$ cat src/rtl/pattern_blinker.sv
// pattern_blinker: multi-channel LED pattern sequencer driven by a shared bit-rate prescaler
// Ports: CLK, reset (async, active-low); bit_period = clocks per pattern bit minus 1 (live);
//   cfg_valid/cfg_ready handshake with cfg_chan, cfg_pattern (bit 0 first), cfg_len (last index),
//   cfg_oneshot; led, busy (channel running), done (one-cycle pulse when a one-shot ends).
// Optional BLINK_PWM_EN: adds an 8-bit duty input that gates led with a free-running PWM counter.
module pattern_blinker #(
  parameter int CHANNELS = 1,
  parameter int PAT_W = 32,
  parameter int DIV_W = 26,
  parameter logic [PAT_W-1:0] DEFAULT_PATTERN = PAT_W'(32'h0151DDC5),
  parameter int DEFAULT_LEN = 26,
  localparam int CH_W = (CHANNELS > 1) ? $clog2(CHANNELS) : 1,
  localparam int LEN_W = $clog2(PAT_W)
) (
  input  logic                CLK,
  input  logic                reset,
  input  logic [DIV_W-1:0]    bit_period,
  input  logic                cfg_valid,
  output logic                cfg_ready,
  input  logic [CH_W-1:0]     cfg_chan,
  input  logic [PAT_W-1:0]    cfg_pattern,
  input  logic [LEN_W:0]      cfg_len,
  input  logic                cfg_oneshot,
`ifdef BLINK_PWM_EN
  input  logic [7:0]          duty,
`endif
  output logic [CHANNELS-1:0] led,
  output logic [CHANNELS-1:0] busy,
  output logic [CHANNELS-1:0] done
);
  typedef enum logic {S_IDLE, S_RUN} state_t;
  logic [DIV_W-1:0] r_cnt;
  logic w_tick, w_pwm_on;
  logic [CHANNELS-1:0] w_block;
  logic [LEN_W-1:0] w_len_cl;
  assign w_tick = r_cnt >= bit_period;
  assign w_len_cl = (cfg_len > (LEN_W+1)'(PAT_W-1)) ? LEN_W'(PAT_W-1) : cfg_len[LEN_W-1:0];
  // an out-of-range channel matches no w_block bit, so it is always ready and silently dropped
  assign cfg_ready = ~|w_block;
  always_ff @(posedge CLK or negedge reset)
    if (!reset) r_cnt <= '0;
    else r_cnt <= w_tick ? '0 : r_cnt + 1'b1;
`ifdef BLINK_PWM_EN
  logic [7:0] r_pwm;
  assign w_pwm_on = r_pwm < duty;
  always_ff @(posedge CLK or negedge reset)
    if (!reset) r_pwm <= '0;
    else r_pwm <= r_pwm + 1'b1;
`else
  assign w_pwm_on = 1'b1;
`endif
  for (genvar g = 0; g < CHANNELS; g++) begin : g_ch
    state_t r_state, w_state;
    logic [PAT_W-1:0] r_pat, w_pat, r_sh_pat;
    logic [LEN_W-1:0] r_len, w_len, r_idx, w_idx, r_sh_len;
    logic r_os, w_os, r_sh_os, r_pend, r_prime, r_seq, w_seq, r_led, r_done, w_done, w_hit, w_xfer;
    assign w_hit = cfg_chan == CH_W'(g);
    assign w_xfer = cfg_valid & w_hit & ~r_pend;
    assign w_block[g] = w_hit & r_pend;
    assign led[g] = r_led;
    assign busy[g] = r_state == S_RUN;
    assign done[g] = r_done;
    // r_prime marks the reset-loaded pattern whose bit 0 has not been shown yet
    always_comb begin
      w_state = r_state;
      w_pat = r_pat;
      w_len = r_len;
      w_os = r_os;
      w_idx = r_idx;
      w_seq = r_seq;
      w_done = 1'b0;
      if (w_tick) begin
        if (r_pend) begin
          w_state = S_RUN;
          w_pat = r_sh_pat;
          w_len = r_sh_len;
          w_os = r_sh_os;
          w_idx = '0;
          w_seq = r_sh_pat[0];
        end else if (r_state == S_IDLE) w_seq = 1'b0;
        else if (r_prime) w_seq = r_pat[0];
        else if (r_idx != r_len) begin
          w_idx = r_idx + 1'b1;
          w_seq = r_pat[w_idx];
        end else if (r_os) begin
          w_state = S_IDLE;
          w_seq = 1'b0;
          w_done = 1'b1;
        end else begin
          w_idx = '0;
          w_seq = r_pat[0];
        end
      end
    end
    always_ff @(posedge CLK or negedge reset)
      if (!reset) begin
        r_state <= (g == 0) ? S_RUN : S_IDLE;
        r_pat <= (g == 0) ? DEFAULT_PATTERN : '0;
        r_len <= (g == 0) ? LEN_W'(DEFAULT_LEN) : '0;
        r_os <= 1'b0;
        r_idx <= '0;
        r_seq <= 1'b0;
        r_led <= 1'b0;
        r_done <= 1'b0;
        r_pend <= 1'b0;
        r_prime <= (g == 0);
        r_sh_pat <= '0;
        r_sh_len <= '0;
        r_sh_os <= 1'b0;
      end else begin
        r_state <= w_state;
        r_pat <= w_pat;
        r_len <= w_len;
        r_os <= w_os;
        r_idx <= w_idx;
        r_seq <= w_seq;
        r_led <= w_seq & w_pwm_on;
        r_done <= w_done;
        r_prime <= r_prime & ~w_tick;
        // a capture never coincides with an already-pending entry, so set wins without bypass
        r_pend <= w_xfer | (r_pend & ~w_tick);
        if (w_xfer) begin
          r_sh_pat <= cfg_pattern;
          r_sh_len <= w_len_cl;
          r_sh_os <= cfg_oneshot;
        end
      end
  end
endmodule
$ cat config.mk
export PLATFORM = sky130hd
export DESIGN_NAME = pattern_blinker
export DESIGN_NICKNAME = d
export VERILOG_FILES = /design/src/rtl/pattern_blinker.sv
export SDC_FILE = /design/constraint.sdc
export NUM_CORES = 1
export LEC_CHECK = 0
export CELL_PAD_IN_SITES_DETAIL_PLACEMENT = 1
export CELL_PAD_IN_SITES_GLOBAL_PLACEMENT = 2
export CORE_MARGIN = 5
export CORE_UTILIZATION = 37
export DETAILED_ROUTE_END_ITERATION = 7
export GPL_TIMING_DRIVEN = 0
export PLACE_DENSITY = 0.85
export SLEW_MARGIN = 20
export SYNTH_ARGS = -nofsm -noshare
export SYNTH_HDL_FRONTEND = slang
export SYNTH_SLANG_ARGS = --single-unit
$ cat constraint.sdc
create_clock -name CLK -period 3.4 [get_ports CLK]
set_input_delay 0.68 -clock CLK [delete_from_list [all_inputs] [get_ports CLK]]
set_output_delay 0.68 -clock CLK [all_outputs]
set_load 0.03 [all_outputs]
==> results.cfg <==
[global_route]
grt_pass1_vias = 4271
grt_pass1_wl_mm = 21.2
grt_max_degree = 73
antenna_found_initial = 0
grt-ovfl-total = 0
grt_use_total_pct = 14.7

[clock_network]
cts_buffer_depth = 2
clkLatencyLatePin_ns = 0.35
clockRootBuffer = clkbuf_16
holdBufCountCts = 0
cts.clk_slew.worst_paths_ns = 0.07
cts.sinks = 112
cts_buffers = 9
cts_resized = 0
cts_tree = done
post_cts_buffers = 0
cts_max_level = 3

[yosys]
netlist_top_cells_area = dfrtp_1 42%, mux2_2 11%, dfstp_2 9.0%
synth_warnings = 0
yosysTopAreaCell = dfrtp_1
synth_edf_count = 0
synth_cells = 457
syn-cell-area_mm2 = 0.00555
synthFlopType = dfrtp_1
synth.avg_cell_area_um2 = 12.1
ys_ff_latch = 112
synth.distinct_cells = 48
syn_nets = 554
ys_seq_area_share_pct = 51.0
synthArstFlopShare_pct = 100
synth.top_cell.area_share_pct = 42.0

[sta]
relSlewSlack_pct = 51.5
fmax_ghz = 0.304
period_minus_slack_ns = 3.29
post-route-period-util_pct = 96.6
fin_skew_ns = 0.00846
drv_slew = 0
finalHoldViolCount = 0
rsz0062_at_grt = no
worst-slew-pin-transition_ns = 0.728
setup_viol_count_final = 0

[cells_and_area]
post-route-util_pct = 46.9
drive_above_1_share_pct = 20.3
layout_common_cells = 93 x dfrtp_1, 71 x clkdlybuf4s50_1, 52 x mux2_2
mostFrequentLayoutCell = dfrtp_1
antenna_cells = 0
stdcell_area_mm2 = 0.00687
fin_nets = 638
area_delta_synth_final_pct = 23.8

[critical_path]
worstPathRequired_ns = 3.63
path_buf_inv = 4
cp-startpoint = bit_period[17]
cp_max_fo = 10
crit_type = in -> reg
crit_chain = clkdlybuf4s50_1, inv_1, ha_1, a22o_1, or4_1, a211o_4, o21ai_2, buf_6, buf_8, mux2_1
arrival_ns = 3.51
cp-end-kind = flip-flop
cp_top_family = buffers and inverters
worstSetupStartpointType = input port
slowest_stage = or4_1
reg2reg_from = g_ch[0].r_idx[0]
cpPeakStageDelay_ns = 0.51

[floorplan]
fp-row-count = 44
fp.dieH_um = 132
dieArea_mm2 = 0.0175
io_pins = 73
core_area_mm2 = 0.0146
die_w_um = 132
initial_core_util_pct = 37.9

[detailed_routing]
wl_mm = 12.3
remaining_drc_errors = 0
ant_nets = 0
drtIter0Drc = 143
routedWlPerCell_um = 16.9
vias_per_cell = 5.16
vias = 3769
drt_first_pass_iters = 4

[placement]
dpl_cell_area_mm2 = 0.00653
dp.final_hpwl_mm = 9.31
gp_congestion = 0.768
portBuffers = 72

[power]
comb_power_share_pct = 13.7
p_sw_mw = 0.797
pwr_density_cell_mw_per_mm2 = 484
clockPowerShare_pct = 34.4
netSwitchingFraction_pct = 24.0
pwr-share-seq_pct = 51.9
p_int_mw = 2.53
ir_worst_vdd_uv = 254
p_leak_nw = 3.11

[status]
outcome = complete, no violations

[flow_run]
max-cap-violations = 0

[min_path]
hp-class = in -> async
-- power groups by stage --
stage | combinational [mW] | sequential [mW] | clock, mW
floorplan | 0.293 | 1.69 | 0
global placement | 0.432 | 1.74 | 0
detailed placement | 0.462 | 1.75 | 0
CTS | 0.466 | 1.73 | 1.18
global route | 0.513 | 1.76 | 1.22
finish | 0.455 | 1.72 | 1.14
-- worst register-to-register path, stage by stage (launching register included) --
cell and delay (ns):
dfrtp_1 0.47, ha_1 0.31, buf_1 0.49, mux4_2 0.59
mux4_2 0.46, mux2i_1 0.20, o22ai_1 0.09, mux2_2 0.27
-- flip-flops by register name (all words and copies together), names as in the netlist --
register,flops
g_ch.r_len,5
busy,1
g_ch.r_pat,32
g_ch.r_idx,5
g_ch.r_sh_os,1
done,1
g_ch.r_prime,1
g_ch.r_os,1
g_ch.r_sh_len,5
led,1
r_cnt,26
g_ch.r_sh_pat,32
g_ch.r_pend,1
-- cell type report --
type,instances,area (µm²)
Inverter,35,131
Timing Repair Buffer,73,749
Tap cell,184,230
Buffer,18,118
Clock buffer,10,229
Clock inverter,6,91.3
Sequential cell,112,2830
Multi-Input combinational cell,292,2490
Fill cell,1559,7780
-- logic make-up after synthesis --
family                   synth area share (%)
flip-flops                               51.0
AND/OR/NAND/NOR                          9.21
multiplexers                             18.9
buffers and inverters                    4.42
AO/OA/AOI/OAI                            5.17
XOR/XNOR                                 5.05
adder cells (fa/ha/maj)                  6.32
-- routing by layer --
layer	share of wire [%]	vias up	global-route usage [%]
li1	-	1773	-
met4	1.7	0	5.37
met3	2.9	12	2.09
met1	44	1926	18.0
met5	0	-	0
met2	51	58	26.4
-- synth_stat cells (8+ instances only) --
cell type  number
nand3_1        13
xnor2_1        13
nand4_1        12
nor2_1         45
a21oi_1        15
mux4_2         10
ha_1           28
xor2_1         19
mux2_2         52
nand2_1        11
clkbuf_1        8
mux2_1         20
dfstp_2        19
inv_1          35
o21ai_0         9
dfrtp_1        93
-- final timing paths --
check | slack (ns) | endpoint | cells after the start
min in group CLK | 0.49 | g_ch[0].r_pat[21] | 1
worst max-delay path | 0.11 | g_ch[0].r_pat[25] | 10
worst min-delay path | 0.23 | r_cnt[10] | 1
worst min register to register | 0.49 | g_ch[0].r_pat[21] | 1
worst max register to register | 0.42 | led | 7
max in group asynchronous | 2.43 | g_ch[0].r_pat[11] | 2
-- per-stage QoR --
stage	power [mW]	TNS (ns)	setup slack (ns)	cells	hold WS, ns
after floorplan	1.98	0	0.449	457	0.384
after global placement	2.17	-262.53	-2.51	713	0.469
after detailed placement	2.21	-11.21	-0.349	714	0.476
after CTS	3.37	0	0.00249	730	0.231
after global routing	3.49	0	0.0151	730	0.259
final	3.32	0	0.114	730	0.231
No activity file was read; power rests on OpenSTA's default activity.
